[src/rtl/bru_pkg.sv]
// Shared types and default sizing for the branch resolve unit.
package bru_pkg;

   localparam int unsigned DefaultDepth = 4;
   localparam int unsigned DefaultAddrW = 32;

   // One in-flight prediction as recorded at fetch.
   typedef struct packed {
      logic [DefaultAddrW-1:0] addr;
      logic                    taken;
      logic                    global_dir;
      logic                    local_dir;
      logic [DefaultAddrW-1:0] alt_addr;
   } bru_entry_t;

endpackage

[src/rtl/bru_fifo.sv]
// In-order synchronous FIFO of prediction records with push, pop and clear.
// Clear wins over push and pop; a push while full is ignored.
module bru_fifo
   import bru_pkg::*;
#(
   parameter int unsigned DEPTH   = DefaultDepth,
   parameter type         entry_t = bru_entry_t
) (
   input  logic                   clk,
   input  logic                   reset,
   input  logic                   push,
   input  entry_t                 push_data,
   input  logic                   pop,
   input  logic                   clear,
   output entry_t                 head,
   output logic [$clog2(DEPTH):0] count,
   output logic                   full,
   output logic                   empty
);

   localparam int unsigned PtrW = $clog2(DEPTH);
   localparam int unsigned CntW = PtrW + 1;
   localparam logic [CntW-1:0] DepthCnt = CntW'(DEPTH);

   entry_t          mem_q [DEPTH];
   logic [PtrW-1:0] rd_ptr_q;
   logic [PtrW-1:0] wr_ptr_q;
   logic [CntW-1:0] count_q;
   logic            do_push;
   logic            do_pop;

   assign do_push = push && !full && !clear;
   assign do_pop  = pop && !empty && !clear;

   // Pointers wrap naturally since DEPTH is a power of two.
   always_ff @(posedge clk) begin
      if (reset || clear) begin
         rd_ptr_q <= '0;
         wr_ptr_q <= '0;
         count_q  <= '0;
      end else begin
         if (do_push) wr_ptr_q <= wr_ptr_q + PtrW'(1);
         if (do_pop)  rd_ptr_q <= rd_ptr_q + PtrW'(1);
         case ({do_push, do_pop})
            2'b10:   count_q <= count_q + CntW'(1);
            2'b01:   count_q <= count_q - CntW'(1);
            default: count_q <= count_q;
         endcase
      end
   end

   always_ff @(posedge clk) begin
      if (do_push) mem_q[wr_ptr_q] <= push_data;
   end

   assign head  = mem_q[rd_ptr_q];
   assign count = count_q;
   assign full  = (count_q == DepthCnt);
   assign empty = (count_q == '0);

endmodule

[src/rtl/branch_resolve_unit.sv]
// Resolution side of the tournament predictor: trains tables and redirects fetch on mispredict.
// Define BRU_STATS_EN to build the resolved/mispredict statistics counters.
module branch_resolve_unit
   import bru_pkg::*;
#(
   parameter int unsigned DEPTH  = DefaultDepth,
   parameter int unsigned ADDR_W = DefaultAddrW
) (
   input  logic                   CLK,
   input  logic                   RESET,
   input  logic                   Pred_valid,
   input  logic [ADDR_W-1:0]      Pred_addr,
   input  logic                   Pred_taken,
   input  logic                   Pred_global,
   input  logic                   Pred_local,
   input  logic [ADDR_W-1:0]      Pred_alt_addr,
   output logic                   Pred_ready,
   input  logic                   Resolve_valid,
   input  logic                   Resolve_taken,
   output logic                   Update_valid,
   output logic [ADDR_W-1:0]      Update_addr,
   output logic                   Update_taken,
   output logic                   Update_meta_valid,
   output logic                   Update_meta_global,
   output logic                   Mispredict,
   output logic [ADDR_W-1:0]      Redirect_addr,
   output logic [$clog2(DEPTH):0] Outstanding,
   output logic                   Resolve_underflow,
   output logic [31:0]            Stat_resolved,
   output logic [31:0]            Stat_mispredict
);

   // Same layout as bru_entry_t, sized by this instance's ADDR_W.
   typedef struct packed {
      logic [ADDR_W-1:0] addr;
      logic              taken;
      logic              global_dir;
      logic              local_dir;
      logic [ADDR_W-1:0] alt_addr;
   } entry_t;

   entry_t                 push_entry;
   entry_t                 head;
   logic [$clog2(DEPTH):0] count;
   logic                   full;
   logic                   empty;
   logic                   resolve_hit;
   logic                   kill;
   logic                   push;

   logic                   update_valid_q;
   logic [ADDR_W-1:0]      update_addr_q;
   logic                   update_taken_q;
   logic                   meta_valid_q;
   logic                   meta_global_q;
   logic                   mispredict_q;
   logic [ADDR_W-1:0]      redirect_addr_q;
   logic                   underflow_q;

   assign push_entry = '{addr:       Pred_addr,
                         taken:      Pred_taken,
                         global_dir: Pred_global,
                         local_dir:  Pred_local,
                         alt_addr:   Pred_alt_addr};

   assign resolve_hit = Resolve_valid && !empty;
   assign kill        = resolve_hit && (head.taken != Resolve_taken);
   assign Pred_ready  = !full;
   assign push        = Pred_valid && Pred_ready && !kill;

   // A mispredict clears every younger wrong-path entry along with the head.
   bru_fifo #(
      .DEPTH   (DEPTH),
      .entry_t (entry_t)
   ) u_fifo (
      .clk       (CLK),
      .reset     (RESET),
      .push      (push),
      .push_data (push_entry),
      .pop       (resolve_hit),
      .clear     (kill),
      .head      (head),
      .count     (count),
      .full      (full),
      .empty     (empty)
   );

   always_ff @(posedge CLK) begin
      if (RESET) begin
         update_valid_q  <= 1'b0;
         update_addr_q   <= '0;
         update_taken_q  <= 1'b0;
         meta_valid_q    <= 1'b0;
         meta_global_q   <= 1'b0;
         mispredict_q    <= 1'b0;
         redirect_addr_q <= '0;
         underflow_q     <= 1'b0;
      end else begin
         update_valid_q <= resolve_hit;
         meta_valid_q   <= resolve_hit && (head.global_dir != head.local_dir);
         mispredict_q   <= kill;
         if (resolve_hit) begin
            update_addr_q   <= head.addr;
            update_taken_q  <= Resolve_taken;
            meta_global_q   <= (head.global_dir == Resolve_taken);
            redirect_addr_q <= head.alt_addr;
         end
         if (Resolve_valid && empty) underflow_q <= 1'b1;
      end
   end

   assign Update_valid       = update_valid_q;
   assign Update_addr        = update_addr_q;
   assign Update_taken       = update_taken_q;
   assign Update_meta_valid  = meta_valid_q;
   assign Update_meta_global = meta_global_q;
   assign Mispredict         = mispredict_q;
   assign Redirect_addr      = redirect_addr_q;
   assign Outstanding        = count;
   assign Resolve_underflow  = underflow_q;

`ifdef BRU_STATS_EN
   logic [31:0] stat_resolved_q;
   logic [31:0] stat_mispredict_q;

   always_ff @(posedge CLK) begin
      if (RESET) begin
         stat_resolved_q   <= '0;
         stat_mispredict_q <= '0;
      end else begin
         if (resolve_hit) stat_resolved_q   <= stat_resolved_q + 32'd1;
         if (kill)        stat_mispredict_q <= stat_mispredict_q + 32'd1;
      end
   end

   assign Stat_resolved   = stat_resolved_q;
   assign Stat_mispredict = stat_mispredict_q;
`else
   assign Stat_resolved   = '0;
   assign Stat_mispredict = '0;
`endif

endmodule

[config.mk]
export PLATFORM = sky130hd
export DESIGN_NAME = branch_resolve_unit
export DESIGN_NICKNAME = d
export VERILOG_FILES = /design/src/rtl/bru_pkg.sv /design/src/rtl/bru_fifo.sv /design/src/rtl/branch_resolve_unit.sv
export SDC_FILE = /design/constraint.sdc
export NUM_CORES = 1
export LEC_CHECK = 0
export CAP_MARGIN = 5
export CORE_ASPECT_RATIO = 1.1
export CORE_MARGIN = 4
export CORE_UTILIZATION = 30
export CTS_BUF_LIST = sky130_fd_sc_hd__clkbuf_16
export CTS_CLUSTER_DIAMETER = 40
export CTS_CLUSTER_SIZE = 10
export DETAILED_ROUTE_END_ITERATION = 10
export PLACE_DENSITY = 0.55
export RECOVER_POWER = 25
export SKIP_CTS_REPAIR_TIMING = 1
export SLEW_MARGIN = 10
export SYNTH_ARGS = -nofsm -noshare
export SYNTH_HDL_FRONTEND = slang
export SYNTH_SLANG_ARGS = --single-unit
[constraint.sdc]
create_clock -name CLK -period 9.5 [get_ports CLK]
set_input_delay 1.425 -clock CLK [delete_from_list [all_inputs] [get_ports CLK]]
set_output_delay 1.425 -clock CLK [all_outputs]
set_load 0.02 [all_outputs]
==> qor.txt, run 1 <==
Power after layout = 4370 uW
Fmax = 0.256 GHz
Max FO, Critical Path = 69
Vias per Instance = 4.36
Rows = 79
RD Place Congestion = 0.670
CP Capture Type = flop
Clk root buf = clkbuf_16
Hpwl dp = 15900 um
Synthesized flop and latch total = 347
Nets = 1009
DRC = 0
CTS tree = yes
RSZ-0062 raised after global routing = false
Largest net degree at the start of global routing = 75
Status = completed
Synthesized area per cell = 16.8 um^2
Rel. slew slack = 28.5%
Routed len/inst = 17.9 um
Remaining global-route overflow = 0
Clk buf depth = 3
Min Tclk post-route = 3.90 ns
Yosys warning count = 0
Cells after Synth = 771
Distinct cells, synth = 28
Slew Limit Fails = 0
Number of clock sinks = 347
Initial Util = 30.5%
H-tree Lvls = 2
Clock Latency Late Sink = 0.54 ns
Vias in the first global route = 6855
Pwr Density = 270 mW/mm^2
Hold Startpoint = Update_addr[31]
Sequential element share of the synthesized area = 74.2%
Startpoint Class = input pin
CTS Buf Count = 45
Core footprint = 0.0425 mm^2
Layout cell share with drive strength beyond 1 = 14.7%
Placed cells = 1451
Slew @ Worst Pin = 1.07 ns
VDD IR max = 0.000116 V
Initial drt markers = 335
Hold_ws = 0.452 ns
DR vias = 6698
DIE AREA = 0.0466 mm^2
Worst Hold Class = flop to flop
DRT Pass-1 Iters = 4
Clock skew = 0.0151 ns
Setup TNS after final layout = 0 ns
Final WL = 27500 um
Fin crit share = 41.1%
All-Layer GR Usage = 11.6%
Fin. Hold Viols = 0
Cell Area, Synth = 0.0130 mm^2
Antenna violations before repair = 10
Area Overhead vs Synth = 24.9%
Crit path required time = 9.66 ns
Post-route cell area = 0.0162 mm^2
Die H = 226 um
Final setup violating endpoints = 0
Post-Place Cell Area = 0.0148 mm^2
Crit path launch = Resolve_valid
Layout Cells excl Fill = 1537
Clk slew on worst S/H paths = 0.05 ns
Leak = 0.00534 uW
First-pass GRT wire length = 41300 um
Crit Path Class = input pin to flop
PortBufs = 145
Number of max-cap violations = 0
Final ANT Viol Nets = 0
Die width = 206 um
# IOs = 210
Critical Path AT = 4.06 ns
==> cells in the final DEF (no fill, tap or decap), types with 4 or more instances in the layout <==
master	count
a21oi_1	72
and2_4	4
buf_4	9
clkbuf_16	47
clkdlybuf4s50_1	98
clkinv_1	7
clkinv_2	5
conb_1	64
dfxtp_1	77
dlygate4sd3_1	46
edfxtp_1	268
ha_1	5
inv_1	25
mux4_2	67
nand2_1	136
nor2_1	9
xnor2_1	5
==> state kept, by name (all words and copies together), names as in the netlist, named ones only <==
register,count
Update_addr,32
Update_valid,1
Update_taken,1
Update_meta_valid,1
Resolve_underflow,1
u_fifo.wr_ptr_q,2
u_fifo.rd_ptr_q,2
Update_meta_global,1
Redirect_addr,32
u_fifo.mem_q,268
u_fifo.count,3
Mispredict,1
==> final cells by class <==
class | count | area, um^2
Fill cell | 3971 | 26300
Sequential cell | 347 | 9640
Multi-Input combinational cell | 378 | 2930
Timing Repair Buffer | 153 | 1510
Clock buffer | 47 | 1180
Tap cell | 567 | 709
Clock inverter | 36 | 208
Inverter | 6 | 22.5
Antenna cell | 3 | 7.51
==> power breakdown <==
group	total, uW	switching (uW)	internal (uW)	leakage [uW]
clock network	1540	597	941	0.000748
logic	870	503	367	0.00149
registers	1960	90.7	1870	0.00310
==> final timing paths <==
kind	cells past startpoint	slack (ns)	to
worst min register to register	2	0.45	Update_addr[31]
worst min-delay path	2	0.45	Update_addr[31]
worst max register to register	5	5.95	u_fifo.mem_q[2][59]
worst max-delay path	6	5.60	u_fifo.mem_q[2][59]
==> cell usage after synthesis, drive strengths merged <==
library cell  instances  area [um^2]
clkbuf               16         60.1
a31oi                 1         6.26
buf                  87          591
and2                  4         25.0
edfxtp              268         8050
fa                    1         20.0
inv                   6         22.5
nand3                 1         5.00
mux4                 67         1510
nand3b                1         7.51
dfxtp                79         1580
nor2b                 1         6.26
or3                   1         6.26
xor2                  3         26.3
nand2b                1         6.26
nand2               136          510
nand4b                1         8.76
a21o                  1         7.51
xnor2                 5         43.8
ha                    5         62.6
nor3                  3         15.0
nor2                  9         33.8
conb                  1         3.75
a21oi                72          360
or3b                  1         8.76
==> per-stage QoR <==
stage	setup slack, ns	util [%]
after floorplan	5.56	-
final	5.60	38.1
after global routing	5.38	38.1
after detailed placement	4.96	34.8
after global placement	5.00	34.8
after CTS	5.53	38.1
==> worst max-delay path, stage by stage <==
cell and delay, ns:
clkdlybuf4s50_1 0.48, nor2b_4 0.16, buf_4 0.40, a21oi_1 0.41, and2_4 0.55, buf_4 0.57
==> routing by layer <==
metal	GRT usage, %	up-vias	part of all wire [%]
li1	-	3080	-
met1	15.0	3344	43
met2	18.7	206	47
met3	3.95	60	7.4
met4	3.61	8	2.4
met5	0	-	0.16
==> cells by family after synthesis <==
family	synth area share, %
adders and majority gates	0.636
AOI/OAI and AO/OA	2.88
buffers and inverters	5.19
xor gates and xnor gates	0.540
DFF	74.2
other	0.0289
and+or+nand+nor	4.88
muxes	11.6
Note: power is estimated with default switching activity, not from simulation.
==> run 2, diff against run 1 <==
- PLACE_DENSITY: 0.55 -> 0.57
- clock period: 9.5 -> 3.5 ns (I/O delays scaled with it)
==> run 2 against run 1 <==
Clock skew increased by 0.014 ns. Cell count up 0.91%. Critical path depth up 5. Die area unchanged. Global-route usage increased by 0.24 points. Routed wire length increased by 1.7%. Power rose to 2.8 times the previous value. Count of clock-buffer cells in the layout up 4. Sequential power rose to 2.7 times the previous value. Critical path type is now flop to flop.
==> qor.txt, run 2 (synthesis results as in run 1) <==
Status = completed
Setup TNS after final layout = 0 ns (unchanged)
Rows = 79 (unchanged)
Number of clock sinks = 347 (unchanged)
R2r endpoint = u_fifo.count[2]
Most common cell after layout, fill and taps aside = edfxtp_1
CP Capture Type = flop
Clk slew on worst S/H paths = 0.05 ns (about the same)
Remaining global-route overflow = 0 (unchanged)
Pwr Density = 744 mW/mm^2 (+180%)
Initial Util = 30.5% (unchanged)
DIE AREA = 0.0466 mm^2 (unchanged)
H-tree Lvls = 2 (unchanged)
Commonest non-fill, non-tap cells in the layout = 268 x edfxtp_1, 136 x nand2_1, 97 x clkdlybuf4s50_1
Core footprint = 0.0425 mm^2 (unchanged)
RD Place Congestion = 0.660 (-1.5%)
Die H = 226 um (unchanged)
Fillers = 4011 (+1.0%)
R2R setup slack = 0.70 ns (-5.25 ns)
FF-to-FF path depth = 11 (+6)
Area Overhead vs Synth = 27.1%
Clk root buf = clkbuf_16
Number of max-cap violations = 0 (unchanged)
Clock skew = 0.0293 ns (+0.0142 ns)
Hold Startpoint = Redirect_addr[11]
Clock Latency Late Sink = 0.57 ns (+0.03 ns)
RSZ-0062 raised after global routing = false
Vias per Instance = 4.39 (+0.70%)
Worst Hold Class = flop to flop
Hold_ws = 0.451 ns (-0.000732 ns)
Pre-CTS setup slack = 0.458 ns (-4.50 ns)
Slack of the critical path = 0.702 ns (-4.89 ns)
Layout cell share with drive strength beyond 1 = 16.2% (+1.5 points)
DR vias = 6806 (+1.6%)
Hold Path Sink = Redirect_addr[11]
# IOs = 210 (unchanged)
Hpwl dp = 15900 um (-0.20%)
Final setup violating endpoints = 0 (unchanged)
Min Tclk post-route = 2.80 ns
Leak = 0.00546 uW (+2.3%)
Vias in the first global route = 6940 (+1.2%)
Slew @ Worst Pin = 0.956 ns (-0.116 ns)
All-Layer GR Usage = 11.9% (+0.24 points)
Rel. slew slack = 36.3% (+7.8 points)
Routed len/inst = 18.1 um (+0.75%)
Crit path required time = 3.96 ns (-5.70 ns)
Critical Path AT = 3.26 ns (-0.80 ns)
Crit Path Class = flop to flop
First-pass GRT wire length = 41800 um (+1.2%)
Final ANT Viol Nets = 0 (unchanged)
Clk buf depth = 3 (unchanged)
Startpoint Class = flop
Fmax = 0.357 GHz
Antenna violations before repair = 5 (-5)
Final WL = 28000 um (+1.7%)
Slew Limit Fails = 0 (unchanged)
DRT Pass-1 Iters = 4 (unchanged)
DRC = 0 (unchanged)
Initial drt markers = 222 (-34%)
Largest Register = u_fifo.mem_q
Largest net degree at the start of global routing = 75 (unchanged)
PortBufs = 145 (unchanged)
VDD IR max = 0.000390 V (+240%)
Nets = 1019 (+0.99%)
Die width = 206 um (unchanged)
Max FO, Critical Path = 5 (-93%)
Fin. Hold Viols = 0 (unchanged)
Fin crit share = 79.9%
Hold depth = 2 (unchanged)
CTS Buf Count = 49 (+8.9%)
Max reg flops = 268 (unchanged)
CTS tree = yes
## run 2: cell count changes in the layout (fill, tap and decap cells not counted)
cell,before,now
clkbuf_16,47,51
clkinv_4,1,4
clkinv_1,7,6
inv_6,1,3
clkinv_2,5,6
buf_4,9,7
inv_1,25,23
dlygate4sd3_1,46,47
buf_12,0,8
clkdlybuf4s50_1,98,97
inv_4,0,1
## run 2: final cells by class
type	instances	area (um^2)	area share, %
sequential	347	9640	58.4
timing repair buffer	159	1650	10.0
multi-input combinational	378	2930	17.8
clock buffer	51	1280	7.74
inverter	6	22.5	0.137
antenna	3	7.51	0.0455
tap	567	709	4.30
clock inverter	40	251	1.52
## run 2: per-layer routing
| metal | vias to the layer above | GRT usage [%] | share of wire (%) |
|---|---|---|---|
| met2 | 206 | 18.9 | 47 |
| met4 | 2 | 3.76 | 2.5 |
| met3 | 51 | 3.89 | 6.7 |
| met1 | 3434 | 15.5 | 44 |
| met5 | - | 0 | 0.046 |
| li1 | 3113 | - | - |
## run 2: metrics by stage
| step | area (um^2) | util, % | power [uW] | cells |
|---|---|---|---|---|
| after floorplan | 13200 | - | 6900 | 834 |
| after global placement | 15000 | 35.2 | 7900 | 1457 |
| after detailed placement | 15000 | 35.2 | 7930 | 1457 |
| after CTS | 16500 | 38.8 | 12500 | 1548 |
| after global routing | 16500 | 38.8 | 12900 | 1549 |
| final | 16500 | 38.8 | 12300 | 1551 |
## run 2: worst max-delay path by stage
stage / from / to / slack, ns / cells after the start
floorplan: flop / u_fifo.mem_q[2][0] / 0.1 / 5
global placement: Resolve_taken / u_fifo.count[2] / 0.47 / 11
detailed placement: Resolve_taken / u_fifo.count[2] / 0.46 / 11
CTS: flop / Update_addr[22] / 0.74 / 5
global route: flop / u_fifo.count[2] / 0.55 / 11
finish: flop / u_fifo.count[2] / 0.70 / 11
## run 2: where the power goes
part           switching, uW  leakage [uW]  internal (uW)  total [uW]
clock                   1750      0.000815           2780        4520
combinational           1450       0.00154           1050        2500
sequential               188       0.00310           5060        5250
total                   3390       0.00546           8890       12300
## run 2: critical path: stages (launching register included)
cell and delay (ns):
dfxtp_4 0.34, mux4_2 0.52, xor2_1 0.45, a21oi_1 0.24
inv_1 0.10, ha_1 0.18, inv_1 0.06, fa_1 0.37
xor2_1 0.15, nor2_1 0.11, xnor2_1 0.13, nor2_1 0.05
==> run 3, diff against run 2 <==
- PLACE_DENSITY: 0.57 -> 0.55
- clock period: 3.5 -> 2.8 ns (I/O delays scaled with it)
==> run 3 against run 2 <==
Power increased by 28%. Global-route usage is 0.27 points higher. Register-to-register slack worse by 0.40 ns. Clock skew is 0.012 ns lower. Core utilization grew 0.31 points. Critical path depth unchanged. First-iteration DRC count grew 43%. Cell count about the same. Sequential power is 25% higher. Critical path type unchanged. Largest cell class unchanged.
==> qor.txt, run 3 (synthesis results as in run 1) <==
Final WL = 28400 um (+1.3%)
Vias per Instance = 4.34 (-1.0%)
Die width = 206 um (unchanged)
Largest net degree at the start of global routing = 73 (-2.7%)
Routed len/inst = 18.3 um (+1.2%)
Pre-CTS setup slack = 0.138 ns (-0.321 ns)
Fin crit share = 89.3% (+9.4 points)
Switching power = 4280 uW (+26%)
Number of clock sinks = 347 (unchanged)
Clk root buf = clkbuf_16
CP Cell Sequence = mux4_2, xor2_2, a21oi_1, inv_1, ha_1, inv_1, fa_1, xor2_1, nor2_1, xnor2_1, nor2_1
Rows = 79 (unchanged)
Pwr Density = 945 mW/mm^2 (+27%)
Largest Register = u_fifo.mem_q
Rel. slew slack = 35.7% (-0.54 points)
Clk pwr share = 37.7% (+0.9 points)
Nets = 1022 (+0.29%)
Remaining global-route overflow = 0 (unchanged)
VDD IR max = 0.000630 V (+62%)
Leak = 0.00551 uW (+0.96%)
Worst Hold Class = input pin to flop
Hpwl dp = 15800 um (-0.71%)
Slew Limit Fails = 0 (unchanged)
Antenna violations before repair = 2 (-3)
Layout cell share with drive strength beyond 1 = 16.6% (+0.37 points)
RSZ-0062 raised after global routing = false
Startpoint Class = flop
DIE AREA = 0.0466 mm^2 (unchanged)
Slew @ Worst Pin = 0.964 ns (+0.00803 ns)
Comb pwr share = 20.5% (about the same)
Fillers = 3968 (-1.1%)
Area Overhead vs Synth = 28.1%
Fin. Hold Viols = 0 (unchanged)
Clock skew = 0.0175 ns (-0.0118 ns)
Final setup violating endpoints = 0 (unchanged)
Clock Latency Late Sink = 0.56 ns (about the same)
Min Tclk post-route = 2.50 ns (-0.297 ns)
Die H = 226 um (unchanged)
Crit Path Class = flop to flop
Max FO, Critical Path = 4 (-1)
First-pass GRT wire length = 42500 um (+1.7%)
Critical Path AT = 2.95 ns (-0.31 ns)
Slack of the critical path = 0.298 ns (-0.403 ns)
Crit path required time = 3.25 ns (-0.71 ns)
# IOs = 210 (unchanged)
Crit path buf inv count = 2 (unchanged)
Final ANT Viol Nets = 0 (unchanged)
Fmax = 0.400 GHz (+12%)
CTS Buf Count = 49 (unchanged)
DRC = 0 (unchanged)
Sw Ratio = 27.2% (-0.38 points)
DRT Pass-1 Iters = 4 (unchanged)
Clk slew on worst S/H paths = 0.05 ns (about the same)
P_int = 11400 uW (+29%)
Status = completed
Number of max-cap violations = 0 (unchanged)
H-tree Lvls = 2 (unchanged)
All-Layer GR Usage = 12.2% (+0.27 points)
Initial drt markers = 317 (+43%)
Layout Cells excl Fill = 1552 (+0.064%)
Crit path max-delay cell type = mux4_2
CP Capture Type = flop
Max reg flops = 268 (unchanged)
Cell family with most CP delay = multiplexers
RD Place Congestion = 0.663 (+0.50%)
Commonest non-fill, non-tap cells in the layout = 268 x edfxtp_1, 136 x nand2_1, 99 x clkdlybuf4s50_1
Initial Util = 30.5% (unchanged)
CTS tree = yes
PortBufs = 145 (unchanged)
Placed cells = 1460 (+0.21%)
Core footprint = 0.0425 mm^2 (unchanged)
Clk buf depth = 3 (unchanged)
Sequential power share = 41.8% (-1.0 points)
Most common cell after layout, fill and taps aside = edfxtp_1
Setup TNS after final layout = 0 ns (unchanged)
DR vias = 6742 (-0.94%)
CP max stage delay = 0.55 ns (+0.03 ns)
Vias in the first global route = 6995 (+0.79%)
## run 3: cell types whose count changed in the layout (fill, tap and decap cells not counted), sizes merged
| cell | change |
|---|---|
| clkdlybuf4s50 | +2 |
| clkinvlp | +1 |
| bufinv | +3 |
| dlygate4sd3 | -2 |
| diode | -1 |
| buf | +3 |
| clkinv | -5 |
## run 3: area by class of cell
type	instances	area, um^2	area share (%)
inverters	6	22.5	0.135
flip-flops and latches	347	9640	58.0
repair buffers	162	1710	10.3
well taps	567	709	4.27
clock inverters	39	317	1.90
clock buffers	51	1280	7.68
diodes	2	5.00	0.0301
multi-input cells	378	2940	17.7
## run 3: per-layer routing
layer | global-route usage (%) | up-vias | share of wire [%]
met5 | 0 | - | 0.046
met4 | 4.38 | 2 | 1.9
li1 | - | 3099 | -
met2 | 19.6 | 209 | 48
met1 | 15.9 | 3399 | 43
met3 | 3.27 | 33 | 6.7
## run 3: worst register-to-register path: stages, from the launching register on
cell     delay [ns]
dfxtp_4        0.36
mux4_2         0.55
xor2_2         0.25
a21oi_1        0.13
inv_1          0.07
ha_1           0.17
inv_1          0.06
fa_1           0.37
xor2_1         0.15
nor2_1         0.11
xnor2_1        0.12
nor2_1         0.05
## run 3: path summary, 6_finish.rpt
check / from / end / slack [ns] / depth (start not counted)
hold / removal: RESET / Update_meta_global / 0.39 / 2
hold reg to reg: Redirect_addr[18] / Redirect_addr[18] / 0.45 / 2
setup reg to reg: flop / u_fifo.count[2] / 0.30 / 11
setup / recovery: flop / u_fifo.count[2] / 0.30 / 11
## run 3: power groups by stage
| stage | clock network, uW | registers, uW | logic, uW |
|---|---|---|---|
| 6_report | 5920 | 6570 | 3220 |
| 5_1_grt | 6320 | 6640 | 3530 |
| 4_1_cts | 6100 | 6590 | 3330 |
| 3_5_place_dp | 0 | 6690 | 3320 |
| 3_3_place_gp | 0 | 6660 | 3310 |
| 2_1_floorplan | 0 | 6940 | 1670 |
## run 3: per-stage QoR
stage | hold slack [ns] | power (uW) | utilization [%] | instance area (um^2)
after floorplan | 0.469 | 8610 | - | 13200
after global placement | 0.442 | 9970 | 35.3 | 15000
after detailed placement | 0.446 | 10000 | 35.3 | 15000
after CTS | 0.356 | 16000 | 39.1 | 16600
after global routing | 0.387 | 16500 | 39.1 | 16600
final | 0.390 | 15700 | 39.1 | 16600
